## src/rtl/eee_imgproc_multi.sv

```systemverilog
// eee_imgproc_multi: Avalon-ST video colour-class filter with per-class bounding boxes.
//
// One registered pipeline stage between sink and source. The first beat of each
// packet is a header; a low nibble of zero marks a video packet. Video pixels are
// tested against NUM_CLASSES inclusive {R,G,B} windows. Matches drive the output
// recolouring and per-class min/max x/y accumulators. Those accumulators are latched
// into the bbox_* outputs on the video packet's eop, with a one-cycle bbox_valid pulse.
//
// Ports
//   clk, reset                   clock, asynchronous active-high reset
//   sink_*                       Avalon-ST video in ({R,G,B}), sink_ready backpressure
//   source_*                     Avalon-ST video out, source_ready from downstream
//   mode                         0 pass, 1 highlight, 2 binary mask, 3 bbox overlay
//   thr_lo / thr_hi              per-class inclusive bounds, class k at [24k+23:24k]
//   bbox_x_min/x_max             per-class column bounds (11 bits per class)
//   bbox_y_min/y_max             per-class row bounds (10 bits per class)
//   bbox_found                   class hit at least once in the last latched frame
//   bbox_valid                   one-cycle pulse when bbox_* update
//
// Optional feature: define EEE_IMGPROC_BBOX_OVERLAY_EN to build the mode-3 outline
// overlay; without it mode 3 behaves as mode 0.
module eee_imgproc_multi #(
  parameter int unsigned IMAGE_W     = 640,
  parameter int unsigned IMAGE_H     = 480,
  parameter int unsigned NUM_CLASSES = 4
) (
  input  logic                      clk,
  input  logic                      reset,
  input  logic [23:0]               sink_data,
  input  logic                      sink_valid,
  input  logic                      sink_sop,
  input  logic                      sink_eop,
  output logic                      sink_ready,
  output logic [23:0]               source_data,
  output logic                      source_valid,
  output logic                      source_sop,
  output logic                      source_eop,
  input  logic                      source_ready,
  input  logic [1:0]                mode,
  input  logic [24*NUM_CLASSES-1:0] thr_lo,
  input  logic [24*NUM_CLASSES-1:0] thr_hi,
  output logic [11*NUM_CLASSES-1:0] bbox_x_min,
  output logic [11*NUM_CLASSES-1:0] bbox_x_max,
  output logic [10*NUM_CLASSES-1:0] bbox_y_min,
  output logic [10*NUM_CLASSES-1:0] bbox_y_max,
  output logic [NUM_CLASSES-1:0]    bbox_found,
  output logic                      bbox_valid
);

  localparam int unsigned XW = 11;
  localparam int unsigned YW = 10;
  localparam int unsigned NC = NUM_CLASSES;
  localparam logic [XW-1:0] XLast  = XW'(IMAGE_W - 1);
  localparam logic [YW-1:0] YLimit = YW'(IMAGE_H);

  function automatic logic in_range(input logic [7:0] v, input logic [7:0] lo,
                                    input logic [7:0] hi);
    return (v >= lo) && (v <= hi);
  endfunction

  // Pipeline output register
  logic [23:0] src_data_q;
  logic        src_valid_q, src_sop_q, src_eop_q;

  // Packet tracking
  logic          in_video_q;
  logic [1:0]    mode_q;
  logic [XW-1:0] x_q;
  logic [YW-1:0] y_q;

  // Accumulators and latched results
  logic [NC-1:0] acc_found_q, acc_found_d;
  logic [XW-1:0] acc_xmin_q [NC];
  logic [XW-1:0] acc_xmax_q [NC];
  logic [YW-1:0] acc_ymin_q [NC];
  logic [YW-1:0] acc_ymax_q [NC];
  logic [XW-1:0] acc_xmin_d [NC];
  logic [XW-1:0] acc_xmax_d [NC];
  logic [YW-1:0] acc_ymin_d [NC];
  logic [YW-1:0] acc_ymax_d [NC];
  logic [NC-1:0] bb_found_q;
  logic [XW-1:0] bb_xmin_q [NC];
  logic [XW-1:0] bb_xmax_q [NC];
  logic [YW-1:0] bb_ymin_q [NC];
  logic [YW-1:0] bb_ymax_q [NC];
  logic          bb_valid_q;

  logic          accept, hdr_video, is_pix, pix_in_frame, latch, any_match;
  logic [NC-1:0] match;
  logic [23:0]   pix_out;

  assign sink_ready   = source_ready | ~src_valid_q;
  assign accept       = sink_valid & sink_ready;
  assign hdr_video    = sink_sop & (sink_data[3:0] == 4'h0);
  assign is_pix       = ~sink_sop & in_video_q;
  // Lines past IMAGE_H still flow through but never touch the accumulators.
  assign pix_in_frame = is_pix & (y_q < YLimit);
  // A header-only video packet also latches (an all-empty result).
  assign latch        = accept & sink_eop & (hdr_video | is_pix);

  always_comb begin
    match = '0;
    for (int k = 0; k < NC; k++) begin
      match[k] = in_range(sink_data[23:16], thr_lo[24*k+16 +: 8], thr_hi[24*k+16 +: 8]) &
                 in_range(sink_data[15:8],  thr_lo[24*k+8  +: 8], thr_hi[24*k+8  +: 8]) &
                 in_range(sink_data[7:0],   thr_lo[24*k    +: 8], thr_hi[24*k    +: 8]);
    end
  end
  assign any_match = |match;

`ifdef EEE_IMGPROC_BBOX_OVERLAY_EN
  logic on_outline;
  always_comb begin
    on_outline = 1'b0;
    for (int k = 0; k < NC; k++) begin
      if (bb_found_q[k] &&
          (((x_q == bb_xmin_q[k]) || (x_q == bb_xmax_q[k])) &&
            (y_q >= bb_ymin_q[k]) && (y_q <= bb_ymax_q[k]) ||
           ((y_q == bb_ymin_q[k]) || (y_q == bb_ymax_q[k])) &&
            (x_q >= bb_xmin_q[k]) && (x_q <= bb_xmax_q[k]))) begin
        on_outline = 1'b1;
      end
    end
  end
`endif

  always_comb begin
    pix_out = sink_data;
    if (is_pix) begin
      case (mode_q)
        2'd1: if (any_match) pix_out = 24'hFFFFFF;
        2'd2: pix_out = any_match ? 24'hFFFFFF : 24'h000000;
`ifdef EEE_IMGPROC_BBOX_OVERLAY_EN
        2'd3: if (on_outline) pix_out = 24'h00FF00;
`endif
        default: pix_out = sink_data;
      endcase
    end
  end

  // Next accumulator state for the beat on the sink; sop discards whatever was in flight.
  always_comb begin
    acc_found_d = acc_found_q;
    acc_xmin_d  = acc_xmin_q;
    acc_xmax_d  = acc_xmax_q;
    acc_ymin_d  = acc_ymin_q;
    acc_ymax_d  = acc_ymax_q;
    if (sink_sop) begin
      acc_found_d = '0;
      for (int k = 0; k < NC; k++) begin
        acc_xmin_d[k] = '0;
        acc_xmax_d[k] = '0;
        acc_ymin_d[k] = '0;
        acc_ymax_d[k] = '0;
      end
    end else if (pix_in_frame) begin
      for (int k = 0; k < NC; k++) begin
        if (match[k]) begin
          acc_found_d[k] = 1'b1;
          if (!acc_found_q[k]) begin
            acc_xmin_d[k] = x_q;
            acc_xmax_d[k] = x_q;
            acc_ymin_d[k] = y_q;
            acc_ymax_d[k] = y_q;
          end else begin
            if (x_q < acc_xmin_q[k]) acc_xmin_d[k] = x_q;
            if (x_q > acc_xmax_q[k]) acc_xmax_d[k] = x_q;
            if (y_q < acc_ymin_q[k]) acc_ymin_d[k] = y_q;
            if (y_q > acc_ymax_q[k]) acc_ymax_d[k] = y_q;
          end
        end
      end
    end
  end

  always_ff @(posedge clk or posedge reset) begin
    if (reset) begin
      src_valid_q <= 1'b0;
      src_sop_q   <= 1'b0;
      src_eop_q   <= 1'b0;
      src_data_q  <= '0;
    end else if (accept) begin
      src_valid_q <= 1'b1;
      src_sop_q   <= sink_sop;
      src_eop_q   <= sink_eop;
      src_data_q  <= pix_out;
    end else if (source_ready) begin
      src_valid_q <= 1'b0;
    end
  end

  always_ff @(posedge clk or posedge reset) begin
    if (reset) begin
      in_video_q <= 1'b0;
      mode_q     <= 2'd0;
      x_q        <= '0;
      y_q        <= '0;
    end else if (accept) begin
      if (sink_sop) begin
        in_video_q <= hdr_video & ~sink_eop;
        x_q        <= '0;
        y_q        <= '0;
        if (hdr_video) mode_q <= mode;
      end else begin
        if (sink_eop) in_video_q <= 1'b0;
        if (is_pix) begin
          if (x_q == XLast) begin
            x_q <= '0;
            // Saturate so long packets cannot wrap back into the frame.
            if (y_q != YLimit) y_q <= y_q + 1'b1;
          end else begin
            x_q <= x_q + 1'b1;
          end
        end
      end
    end
  end

  always_ff @(posedge clk or posedge reset) begin
    if (reset) begin
      acc_found_q <= '0;
      bb_found_q  <= '0;
      bb_valid_q  <= 1'b0;
      for (int k = 0; k < NC; k++) begin
        acc_xmin_q[k] <= '0;
        acc_xmax_q[k] <= '0;
        acc_ymin_q[k] <= '0;
        acc_ymax_q[k] <= '0;
        bb_xmin_q[k]  <= '0;
        bb_xmax_q[k]  <= '0;
        bb_ymin_q[k]  <= '0;
        bb_ymax_q[k]  <= '0;
      end
    end else begin
      bb_valid_q <= latch;
      if (latch) begin
        bb_found_q  <= acc_found_d;
        acc_found_q <= '0;
        for (int k = 0; k < NC; k++) begin
          bb_xmin_q[k]  <= acc_xmin_d[k];
          bb_xmax_q[k]  <= acc_xmax_d[k];
          bb_ymin_q[k]  <= acc_ymin_d[k];
          bb_ymax_q[k]  <= acc_ymax_d[k];
          acc_xmin_q[k] <= '0;
          acc_xmax_q[k] <= '0;
          acc_ymin_q[k] <= '0;
          acc_ymax_q[k] <= '0;
        end
      end else if (accept) begin
        acc_found_q <= acc_found_d;
        acc_xmin_q  <= acc_xmin_d;
        acc_xmax_q  <= acc_xmax_d;
        acc_ymin_q  <= acc_ymin_d;
        acc_ymax_q  <= acc_ymax_d;
      end
    end
  end

  assign source_data  = src_data_q;
  assign source_valid = src_valid_q;
  assign source_sop   = src_sop_q;
  assign source_eop   = src_eop_q;
  assign bbox_found   = bb_found_q;
  assign bbox_valid   = bb_valid_q;

  always_comb begin
    for (int k = 0; k < NC; k++) begin
      bbox_x_min[XW*k +: XW] = bb_xmin_q[k];
      bbox_x_max[XW*k +: XW] = bb_xmax_q[k];
      bbox_y_min[YW*k +: YW] = bb_ymin_q[k];
      bbox_y_max[YW*k +: YW] = bb_ymax_q[k];
    end
  end

endmodule

```

## config.mk

```make
export PLATFORM = sky130hd
export DESIGN_NAME = eee_imgproc_multi
export DESIGN_NICKNAME = d
export VERILOG_FILES = /design/src/rtl/eee_imgproc_multi.sv
export SDC_FILE = /design/constraint.sdc
export NUM_CORES = 1
export LEC_CHECK = 0
export BUFFER_PORTS_ARGS = -buffer_cell sky130_fd_sc_hd__buf_2
export CORE_ASPECT_RATIO = 1.2
export CORE_MARGIN = 2
export CORE_UTILIZATION = 40
export CTS_CLUSTER_DIAMETER = 60
export DETAILED_ROUTE_END_ITERATION = 6
export PLACE_DENSITY_LB_ADDON = 0.15
export RECOVER_POWER = 25
export SYNTH_ARGS = -nofsm -noshare
export SYNTH_HDL_FRONTEND = slang
export SYNTH_SLANG_ARGS = --single-unit
```

## constraint.sdc

```tcl
create_clock -name clk -period 18.6 [get_ports clk]
set_input_delay 0.93 -clock clk [delete_from_list [all_inputs] [get_ports clk]]
set_output_delay 0.93 -clock clk [all_outputs]
set_load 0.01 [all_outputs]
```

==> metrics.log, run 1 <==
[metrics] initial cell density of the core: 40.58%
[metrics] top library cells by usage in the layout, fill and taps aside: 396 x sky130_fd_sc_hd__dfrtp_1, 357 x sky130_fd_sc_hd__ha_1, 350 x sky130_fd_sc_hd__inv_1, 350 x sky130_fd_sc_hd__buf_2, 238 x sky130_fd_sc_hd__nand2_1
[metrics] clock tree skew after final layout: 42.99 ps
[metrics] hold_sp: bbox_x_max[17]
[metrics] count of final hold-check violations: 0
[metrics] largest vdd supply drop: 0.05958 mV
[metrics] post-detailed-placement half-perimeter wirelength: 57.98 mm
[metrics] Layout area overhead: 17.01%
[metrics] setup repair after global routing missed its margin: no
[metrics] CTS hold repair buffers: 0
[metrics] critical path required time: 18,550 ps
[metrics] final setup TNS: 0 ps
[metrics] Post-DRT Antenna Nets: 0
[metrics] maximum level of the CTS H-tree: 2
[metrics] number of standard-cell rows in the floorplan: 100
[metrics] kind of critical path: in2async
[metrics] power per cell area: 74.79 nW/um^2
[metrics] count of max-cap constraint violations: 4
[metrics] normalized max-slew margin: -235.2%
[metrics] Slew Viols, Final: 238
[metrics] number of sinks handled by clock tree synthesis: 396
[metrics] maximum number of pins on one net before global-route repair: 116
[metrics] primary flip-flop cell chosen by synthesis mapping: sky130_fd_sc_hd__dfrtp_1
[metrics] DRC: 0
[metrics] Syn Inst Count: 2,614
[metrics] violated checks: capacitance limit, slew limit
[metrics] Worst Path Arrival: 6260 ps
[metrics] number of flops mapped to enable cells by yosys: 0
[metrics] transition time at the pin with the least slew margin: 5000 ps
[metrics] via count of the first global-routing pass: 21,980
[metrics] number of fill cells in the layout: 5,946
[metrics] clock root buffer: sky130_fd_sc_hd__clkbuf_16
[metrics] global-route usage over all layers: 24.57%
[metrics] detailed-route wire length: 80.02 mm
[metrics] die height: 279.1 um
[metrics] Post-CTS Setup Bufs: 0
[metrics] largest fanout of any net on the critical path: 115
[metrics] Netlist cell types: 66
[metrics] CTS tree: built
[metrics] RePlAce Congestion: 0.9098
[metrics] clock slew at the register clock pins of the worst setup and hold paths: 60 ps
[metrics] number of buffer cells added on primary ports: 424
[metrics] R2R Setup Slk: 13,540 ps
[metrics] path category of the worst min-delay check: reg2reg
[metrics] hold slack final: 480.7 ps
[metrics] net count reported at finish: 3,569
[metrics] register area share after synthesis: 39.27%
[metrics] clock latency at the later pin of the worst-skew pair: 600 ps
[metrics] mean area per synthesized cell: 9.654 um^2
[metrics] violation count after the first detailed-route iteration: 1,466
[metrics] run status: finished, violations left
[metrics] total number of vias: 21,060
[metrics] Synth Register Bits: 396
[metrics] average wire per cell in the routed design: 20.78 um
[metrics] Resize count post-CTS: 0
[metrics] global-route wire length before repair: 124.4 mm
[metrics] post-detailed-route via-to-cell ratio: 5.469
[metrics] number of nets in the synthesized netlist: 3,195
[metrics] most common cell after layout, fill and taps aside: sky130_fd_sc_hd__dfrtp_1
[metrics] num ports: 425
[metrics] total congestion overflow: 0
[metrics] shortest period the worst path allows: 6316 ps
[metrics] worst reg-to-reg path cell count: 6
[metrics] clock buffer depth: 3
[metrics] nature of the critical path startpoint: input port
[metrics] share of the clock period used by the worst path: 33.96%
[metrics] horizontal extent of the die: 233.3 um
[metrics] Synth Warn #: 0
[metrics] endpoint class of the critical path: asynchronous set/reset pin
[metrics] final-report setup violation count: 0
[metrics] initial antenna violation count: 14
[metrics] core area: 62,180 um^2
[metrics] synthesized area: 25,240 um^2
[metrics] number of stages on the worst hold path: 2
[metrics] TritonCTS Buffers: 46
[metrics] r2r endpoint: acc_xmax_q[15]
[metrics] WHS Endpoint: bbox_x_max[17]
[metrics] share of async-settable or async-resettable flops after synthesis: 100.0%
[metrics] Die Footprint: 65,120 um^2
[metrics] first-pass iteration count of the detailed router: 5
[metrics] fraction of final layout cells sized beyond drive strength 1: 16.67%
[metrics] FMAX: 158.3 MHz
[metrics] Worst R2R Start: source_valid
[metrics] LEAKAGE: 14.27 nW
-- state kept, by name (all words and copies together), names as in the netlist, 2 cells and up --
signal,count
acc_xmax_q,44
acc_xmin_q,44
bbox_x_max,44
bbox_x_min,44
acc_ymax_q,40
acc_ymin_q,40
bbox_y_max,40
bbox_y_min,40
source_data,24
x_q,11
y_q,10
acc_found_q,4
bbox_found,4
mode_q,2
-- metal layers --
layer  vias to the layer above  routed length (um)  global-route usage (%)
met2                       590               39010                   42.19
li1                       9950                   -                       -
met3                       169                4285                   4.167
met4                         2                3409                   10.45
met5                         -                  12                       0
met1                     10350               33290                   30.23
-- worst max-delay path by stage --
| stage | startpoint | to | slack (ps) |
|---|---|---|---|
| after detailed placement | sink_data[16] | acc_xmax_q[24] | 13540 |
| final | reset | source_data[5] | 12280 |
| after floorplan | reset | acc_found_q[0] | 6660 |
| after global placement | sink_data[16] | acc_xmax_q[25] | 13640 |
| after global routing | reset | source_data[3] | 10770 |
| after CTS | sink_data[16] | acc_xmax_q[26] | 14150 |
-- Yosys cell counts, types with 18 or more instances --
| cell type | instances | share of area (%) |
|---|---|---|
| sky130_fd_sc_hd__a21oi_1 | 125 | 2.5 |
| sky130_fd_sc_hd__nand4_1 | 43 | 1.1 |
| sky130_fd_sc_hd__a22o_1 | 184 | 6.4 |
| sky130_fd_sc_hd__o21ai_0 | 48 | 0.95 |
| sky130_fd_sc_hd__nor2_1 | 46 | 0.68 |
| sky130_fd_sc_hd__nand3_1 | 33 | 0.65 |
| sky130_fd_sc_hd__inv_1 | 351 | 5.2 |
| sky130_fd_sc_hd__o21ai_1 | 182 | 3.6 |
| sky130_fd_sc_hd__a21o_1 | 47 | 1.4 |
| sky130_fd_sc_hd__dfrtp_1 | 396 | 39 |
| sky130_fd_sc_hd__and2_1 | 25 | 0.62 |
| sky130_fd_sc_hd__clkbuf_1 | 71 | 1.1 |
| sky130_fd_sc_hd__mux2i_1 | 160 | 6.3 |
| sky130_fd_sc_hd__nor2b_1 | 18 | 0.45 |
| sky130_fd_sc_hd__ha_1 | 357 | 18 |
| sky130_fd_sc_hd__nand2b_1 | 38 | 0.94 |
| sky130_fd_sc_hd__nand2_1 | 240 | 3.6 |
| sky130_fd_sc_hd__buf_2 | 39 | 0.77 |
-- critical path, cell delays in order --
cell                         delay (ps)
sky130_fd_sc_hd__buf_2              100
sky130_fd_sc_hd__clkinvlp_2        2740
sky130_fd_sc_hd__clkbuf_1          2430
-- cell families (layout without fill, tap and decap cells) --
kind of cell | count (synthesis) | after routing | share of synthesized area [%]
AOI/OAI and AO/OA | 719 | 719 | 19.25
buffers and inverters | 488 | 897 | 7.794
and+or+nand+nor | 479 | 479 | 9.103
DFF | 396 | 396 | 39.27
adders and majority gates | 357 | 357 | 17.70
muxes | 162 | 162 | 6.436
xor gates and xnor gates | 13 | 13 | 0.4512
other | 0 | 12 | 0
-- stage by stage --
step	cell area, um^2	utilization (%)	instances	setup WS (ps)	total power, mW
4_1_cts	29610	47.61	3839	14150	2.229
3_5_place_dp	28040	45.10	3756	13540	1.274
3_3_place_gp	28040	45.10	3756	13640	1.262
6_report	29530	47.48	3851	12280	2.208
2_1_floorplan	25240	-	2614	6659	1.134
5_1_grt	29530	47.48	3850	10770	2.307
-- where the power goes --
| part | internal (mW) | total (mW) | switching [mW] |
|---|---|---|---|
| clock | 0.564 | 0.952 | 0.388 |
| combinational | 0.140 | 0.360 | 0.219 |
| sequential | 0.874 | 0.897 | 0.0226 |
| total | 1.58 | 2.21 | 0.630 |
-- cell type report --
type / instances / area [um^2] / share of cell area (%)
Multi-Input combinational cell: 1730 / 13390 / 45.34
Sequential cell: 396 / 9910 / 33.56
Timing Repair Buffer: 459 / 2281 / 7.725
Inverter: 355 / 1334 / 4.517
Clock buffer: 58 / 1256 / 4.254
Tap cell: 816 / 1021 / 3.458
Clock inverter: 25 / 307.8 / 1.042
Antenna cell: 12 / 30.03 / 0.1017
No activity file was read; power rests on OpenSTA's default activity.
==> run 2, diff against run 1 <==
Clock period 18.6 ns to 5.3 ns, I/O delays scaled along.
==> run 2 against run 1 <==
  * The run still ends with capacitance limit, slew limit left
  * Via count shrank 0.88%
  * Largest cell class unchanged
  * Register-to-register slack lost 12000 ps
  * Highest routed layer unchanged
  * Flip-flop and latch count did not move
==> metrics.log, run 2 (same netlist as run 1, synthesis figures left out) <==
[metrics] TritonCTS Buffers: 44
[metrics] clock tree skew after final layout: 33.41 ps
[metrics] RePlAce Congestion: 0.9272
[metrics] via count of the first global-routing pass: 21,770
[metrics] number of standard-cell rows in the floorplan: 100
[metrics] die height: 279.1 um
[metrics] largest stage delay on the critical path: 780 ps
[metrics] largest fanout of any net on the critical path: 13
[metrics] transition time at the pin with the least slew margin: 2547 ps
[metrics] Crit path max-delay family: compound AO/OA/AOI/OAI gates
[metrics] clock buffer depth: 3
[metrics] power per cell area: 258.0 nW/um^2
[metrics] post-detailed-route via-to-cell ratio: 5.402
[metrics] shortest period the worst path allows: 3846 ps
[metrics] num ports: 425
[metrics] Slew Viols, Final: 78
[metrics] slowest cell on the critical path: sky130_fd_sc_hd__a21boi_2
[metrics] maximum number of pins on one net before global-route repair: 135
[metrics] count of final hold-check violations: 0
[metrics] clock latency at the later pin of the worst-skew pair: 590 ps
[metrics] setup repair after global routing missed its margin: no
[metrics] share of the clock period used by the worst path: 72.57%
[metrics] initial antenna violation count: 11
[metrics] CTS tree: built
[metrics] Non-Filler Cell Area, Final: 29,540 um^2
[metrics] kind of critical path: in2reg
[metrics] global-route usage over all layers: 24.29%
[metrics] initial cell density of the core: 40.58%
[metrics] cell breakdown of the critical path: buf_2 > inv_1 > ha_1 > nand4_1 > o31a_1 > a311oi_1 > nand4_1 > nor3_2 > a21boi_2 > o21ai_1 > a22o_1
[metrics] global-route wire length before repair: 123.2 mm
[metrics] final-report setup violation count: 0
[metrics] horizontal extent of the die: 233.3 um
[metrics] run status: finished, violations left
[metrics] endpoint class of the critical path: flop
[metrics] post-detailed-placement half-perimeter wirelength: 58.39 mm
[metrics] count of max-cap constraint violations: 2
[metrics] Placed Cells: 3,770
[metrics] total congestion overflow: 0
[metrics] fraction of final layout cells sized beyond drive strength 1: 14.18%
[metrics] critical path required time: 5760 ps
[metrics] FMAX: 260.0 MHz
[metrics] non-filler cells, final: 3,865
[metrics] LEAKAGE: 13.99 nW
[metrics] Layout area overhead: 17.05%
[metrics] clock root buffer: sky130_fd_sc_hd__clkbuf_16
[metrics] core area: 62,180 um^2
[metrics] number of buffer and inverter stages on the critical path: 2
[metrics] DRC: 0
[metrics] net count reported at finish: 3,586
[metrics] nature of the critical path startpoint: input port
[metrics] number of sinks handled by clock tree synthesis: 396
[metrics] number of buffer cells added on primary ports: 424
[metrics] Die Footprint: 65,120 um^2
[metrics] clock slew at the register clock pins of the worst setup and hold paths: 60 ps
[metrics] maximum level of the CTS H-tree: 2
[metrics] first-pass iteration count of the detailed router: 5
[metrics] Post-DRT Antenna Nets: 0
[metrics] path category of the worst min-delay check: in2reg
[metrics] most used cell along the critical path: sky130_fd_sc_hd__nand4_1
[metrics] total number of vias: 20,880
[metrics] average wire per cell in the routed design: 20.44 um
[metrics] normalized max-slew margin: -69.79%
[metrics] largest vdd supply drop: 0.2004 mV
[metrics] area post-placement: 28,170 um^2
[metrics] detailed-route wire length: 79.01 mm
[metrics] violation count after the first detailed-route iteration: 1,175
[metrics] violated checks: capacitance limit, slew limit
[metrics] Worst Path Arrival: 4300 ps
[metrics] top library cells by usage in the layout, fill and taps aside: 396 x sky130_fd_sc_hd__dfrtp_1, 357 x sky130_fd_sc_hd__ha_1, 350 x sky130_fd_sc_hd__inv_1
[metrics] most common cell after layout, fill and taps aside: sky130_fd_sc_hd__dfrtp_1
run 2: changes by cell type in the layout (fill, tap and decap cells not counted), moves of 2 or more:
cell                            before  now
sky130_fd_sc_hd__buf_12              0    2
sky130_fd_sc_hd__buf_2             350  267
sky130_fd_sc_hd__buf_4              32   45
sky130_fd_sc_hd__bufinv_16           6    4
sky130_fd_sc_hd__clkbuf_1           83  167
sky130_fd_sc_hd__clkbuf_8            6    8
sky130_fd_sc_hd__clkinv_2           12    8
sky130_fd_sc_hd__clkinv_4            2    0
sky130_fd_sc_hd__clkinvlp_4          1    3
sky130_fd_sc_hd__diode_2            12   10
sky130_fd_sc_hd__dlygate4sd3_1       0    5
run 2: cell type report:
type                       count  area [um^2]
clock buffer                  61         1266
sequential                   396         9910
tap                          816         1021
timing repair buffer         478         2361
multi-input combinational   1730        13390
clock inverter                19        231.5
antenna                       10        25.02
inverter                     355         1334
fill                        6001        32650
run 2: repair_timing:
item / CTS / global route
hold buffers: 5 / 0
gates resized for setup: 0 / 0
buffers inserted: 0 / 0
endpoints found under the hold margin: 20 / 0
run 2: final timing paths:
check | from | endpoint | slack, ps | depth (start not counted)
max in group asynchronous | reset | bbox_x_min[34] | 2170 | 4
min reg2reg | source_eop | source_eop | 470 | 2
max reg2reg | source_valid | bbox_x_max[1] | 1560 | 8
min in group asynchronous | reset | bbox_x_max[4] | 330 | 3
min | source_ready | source_valid | 120 | 3
max | sink_data[16] | acc_xmin_q[3] | 1450 | 11
run 2: worst reg2reg max path, delay by kind of cell, from the launching register on:
family | cells | cell delay (ps)
compound gates | 2 | 900
flops | 1 | 390
buf+inv | 2 | 990
simple gates | 4 | 1300
run 2: power by group:
part | total (mW) | switching, mW | internal (mW)
clock | 3.20 | 1.32 | 1.88
combinational | 1.29 | 0.781 | 0.509
sequential | 3.14 | 0.0700 | 3.07
run 2: through the flow:
stage | hold WS, ps | setup slack [ps] | total power [mW] | TNS, ps | util (%)
after floorplan | 373.4 | -294.8 | 3.979 | -116750 | -
after global placement | 266.2 | 1013 | 4.446 | 0 | 45.30
after detailed placement | 272.6 | 847.9 | 4.490 | 0 | 45.30
after CTS | 90.76 | 1451 | 7.721 | 0 | 47.79
after global routing | 123.9 | 1220 | 7.987 | 0 | 47.49
final | 116.8 | 1454 | 7.622 | 0 | 47.50
run 2: routing by layer:
metal	vias to the layer above	track usage [%]	share of wire (%)
li1	9987	-	-
met4	2	10.91	4.7
met5	-	0	0.016
met2	516	41.09	48
met1	10190	30.09	42
met3	182	4.289	5.1
==> run 3, diff against run 2 <==
Settings changed: ABC_AREA from default to 1.
Clock period 5.3 ns to 3.9 ns, I/O delays scaled along.
==> run 3 against run 2 <==
  * The run still ends with capacitance limit, slew limit left
  * Cell area rose by 7.8%
  * Worst hold slack got worse by 71 ps
  * Global-route usage rose by 1.6 points
  * Critical path type is now reg2reg
  * Highest routed layer unchanged
==> metrics.log, run 3 <==
[metrics] run status: finished, violations left
[metrics] violated checks: capacitance limit, slew limit
[metrics] Post-CTS Setup Bufs: 0
[metrics] hold slack final: 45.45 ps
[metrics] cell breakdown of the critical path: ha_1 > nand2_1 > nor4_1 > nand4_1 > nand2_1 > nand2_1 > nand2_1 > inv_2 > nand2_1 > nand4_1 > nand2_1
[metrics] number of standard-cell rows in the floorplan: 104
[metrics] slowest cell on the critical path: sky130_fd_sc_hd__dfrtp_1
[metrics] number of sinks handled by clock tree synthesis: 396
[metrics] number of buffer cells added on primary ports: 424
[metrics] normalized max-slew margin: -7.853%
[metrics] clock network power share: 44.1%
[metrics] sequential fraction of design power: 39.9%
[metrics] largest vdd supply drop: 0.3175 mV
[metrics] share of the clock period used by the worst path: 76.82%
[metrics] via count of the first global-routing pass: 24,140
[metrics] path category of the worst min-delay check: in2reg
[metrics] shortest period the worst path allows: 2996 ps
[metrics] mean area per synthesized cell: 7.369 um^2
[metrics] initial antenna violation count: 6
[metrics] largest fanout of any net on the critical path: 13
[metrics] num ports: 425
[metrics] Post-DRT Antenna Nets: 0
[metrics] synthesized area: 27,040 um^2
[metrics] CTS tree: built
[metrics] clock latency at the later pin of the worst-skew pair: 610 ps
[metrics] setup repair after global routing missed its margin: no
[metrics] TritonCTS Buffers: 48
[metrics] non-filler cells, final: 4,985
[metrics] clock buffer depth: 3
[metrics] Synth Register Bits: 396
[metrics] share of async-settable or async-resettable flops after synthesis: 100.0%
[metrics] most numerous cell in the Yosys netlist: sky130_fd_sc_hd__nand2_1
[metrics] number of flops mapped to enable cells by yosys: 0
[metrics] primary flip-flop cell chosen by synthesis mapping: sky130_fd_sc_hd__dfrtp_1
[metrics] clock tree skew after final layout: 40.80 ps
[metrics] net count reported at finish: 4,625
[metrics] register area share after synthesis: 36.64%
[metrics] largest stage delay on the critical path: 720 ps
[metrics] power per cell area: 342.5 nW/um^2
[metrics] DRC: 0
[metrics] detailed-route wire length: 89.84 mm
[metrics] Netlist cell types: 42
[metrics] count of final hold-check violations: 0
[metrics] violation count after the first detailed-route iteration: 1,673
[metrics] Slew Viols, Final: 89
[metrics] die height: 288.8 um
[metrics] average wire per cell in the routed design: 18.02 um
[metrics] initial cell density of the core: 40.36%
[metrics] most used cell along the critical path: sky130_fd_sc_hd__nand2_1
[metrics] total number of vias: 25,210
[metrics] Layout area overhead: 17.72%
[metrics] largest cells by area after synthesis: sky130_fd_sc_hd__dfrtp_1 37%, sky130_fd_sc_hd__nand2_1 20%, sky130_fd_sc_hd__ha_1 17%, sky130_fd_sc_hd__nand4_1 8.2%, sky130_fd_sc_hd__inv_1 6.3%
[metrics] transition time at the pin with the least slew margin: 1609 ps
[metrics] Yosys top cell area share: 36.64%
[metrics] net switching share of the total power: 28.89%
[metrics] top cells by count, synth: 1,420 x sky130_fd_sc_hd__nand2_1, 455 x sky130_fd_sc_hd__inv_1, 396 x sky130_fd_sc_hd__dfrtp_1, 357 x sky130_fd_sc_hd__ha_1, 353 x sky130_fd_sc_hd__nand4_1
[metrics] fraction of power consumed by combinational cells: 16.0%
[metrics] Die Footprint: 69,720 um^2
[metrics] biggest area consumer among synthesized cells: sky130_fd_sc_hd__dfrtp_1
[metrics] most common cell after layout, fill and taps aside: sky130_fd_sc_hd__nand2_1
[metrics] FMAX: 333.8 MHz
[metrics] post-detailed-placement half-perimeter wirelength: 64.04 mm
[metrics] maximum number of pins on one net before global-route repair: 116
[metrics] top library cells by usage in the layout, fill and taps aside: 1,420 x sky130_fd_sc_hd__nand2_1, 453 x sky130_fd_sc_hd__inv_1, 396 x sky130_fd_sc_hd__dfrtp_1
[metrics] first-pass iteration count of the detailed router: 7
[metrics] LEAKAGE: 18.78 nW
[metrics] Syn Inst Count: 3,670
[metrics] nature of the critical path startpoint: flop
[metrics] kind of critical path: reg2reg
[metrics] count of max-cap constraint violations: 2
[metrics] share of the core filled with cells: 47.51%
[metrics] Worst Path Arrival: 3510 ps
[metrics] final-report setup violation count: 0
[metrics] overall power of the completed layout: 10.90 mW
[metrics] Synth Warn #: 0
[metrics] clock root buffer: sky130_fd_sc_hd__clkbuf_16
[metrics] RePlAce Congestion: 0.8803
[metrics] Internal: 7.755 mW
[metrics] maximum level of the CTS H-tree: 2
[metrics] clock slew at the register clock pins of the worst setup and hold paths: 60 ps
[metrics] endpoint class of the critical path: flop
[metrics] global-route usage over all layers: 25.93%
[metrics] core area: 67,010 um^2
[metrics] Resize count post-CTS: 0
[metrics] Placed Cells: 4,890
[metrics] horizontal extent of the die: 241.4 um
[metrics] number of nets in the synthesized netlist: 4,251
[metrics] fraction of final layout cells sized beyond drive strength 1: 13.55%
[metrics] total congestion overflow: 0
[metrics] global-route wire length before repair: 140.5 mm
[metrics] critical path required time: 4410 ps
[metrics] net switching power of the design: 3.150 mW
[metrics] post-detailed-route via-to-cell ratio: 5.056
-- run 3: changes by cell type after synthesis, sizes merged, moves of 142 or more --
cell / previous run / this run
mux2i: 160 / 0
nand4: 45 / 353
nand2: 241 / 1422
a22o: 184 / 0
inv: 355 / 497
o21ai: 238 / 57
-- run 3: metrics by stage --
step | instance area (um^2) | TNS (ps) | worst slack [ps]
2_1_floorplan | 27050 | -643430 | -1625
3_3_place_gp | 30200 | 0 | 876.7
3_5_place_dp | 30200 | 0 | 853.1
4_1_cts | 31950 | 0 | 912.8
5_1_grt | 31840 | 0 | 670.2
6_report | 31840 | 0 | 903.9
-- run 3: repair_timing --
item                       in CTS  in global routing
setup endpoints to repair       0                  0
hold buffers                    5                  0
hold endpoints to repair       32                  0
-- run 3: worst max-delay path: cells and delay by family, from the launching register on --
family	cells	cell delay, ps
buffers and inverters	1	230
and+or+nand+nor	9	1510
DFF	1	720
adders and majority gates	1	470
-- run 3: layer usage --
metal / GRT usage, % / vias to the layer above / part of all wire (%)
li1: - / 12750 / -
met1: 33.91 / 11680 / 44
met2: 44.04 / 633 / 48
met3: 3.602 / 138 / 4.8
met4: 8.642 / 2 / 3.4
met5: 0 / - / 0.014
-- run 3: power groups by stage --
stage,clock (mW),sequential (mW),combinational (mW)
after floorplan,0,4.43,1.03
after global placement,0,4.42,1.76
after detailed placement,0,4.42,1.77
after CTS,4.92,4.35,1.78
after global routing,5.09,4.36,2.00
final,4.81,4.35,1.74
-- run 3: layout make-up --
| class | instances | area, um^2 |
|---|---|---|
| antenna | 3 | 7.507 |
| multi-input combinational | 2612 | 14600 |
| tap | 901 | 1127 |
| inverter | 511 | 1933 |
| timing repair buffer | 475 | 2566 |
| fill | 6876 | 35180 |
| clock inverter | 24 | 344.1 |
| clock buffer | 63 | 1349 |
| sequential | 396 | 9910 |
-- run 3: final timing paths --
| path | cells past startpoint | endpoint | slack, ps | start |
|---|---|---|---|---|
| worst max-delay path | 11 | bbox_x_max[37] | 900 | x_q[5] |
| worst min-delay path | 5 | source_data[3] | 50 | sink_data[3] |
| worst max register to register | 11 | bbox_x_max[37] | 900 | x_q[5] |
| worst min register to register | 2 | source_data[15] | 470 | source_data[15] |
| max in group asynchronous | 4 | bbox_found[3] | 1190 | reset |
| min in group asynchronous | 3 | bbox_y_min[19] | 540 | reset |
-- run 3: cell families after synthesis --
kind of cell | share of synthesized area, %
xor gates and xnor gates | 0.1295
buffers and inverters | 9.443
and+or+nand+nor | 31.49
AOI/OAI and AO/OA | 5.783
DFF | 36.64
adders and majority gates | 16.52
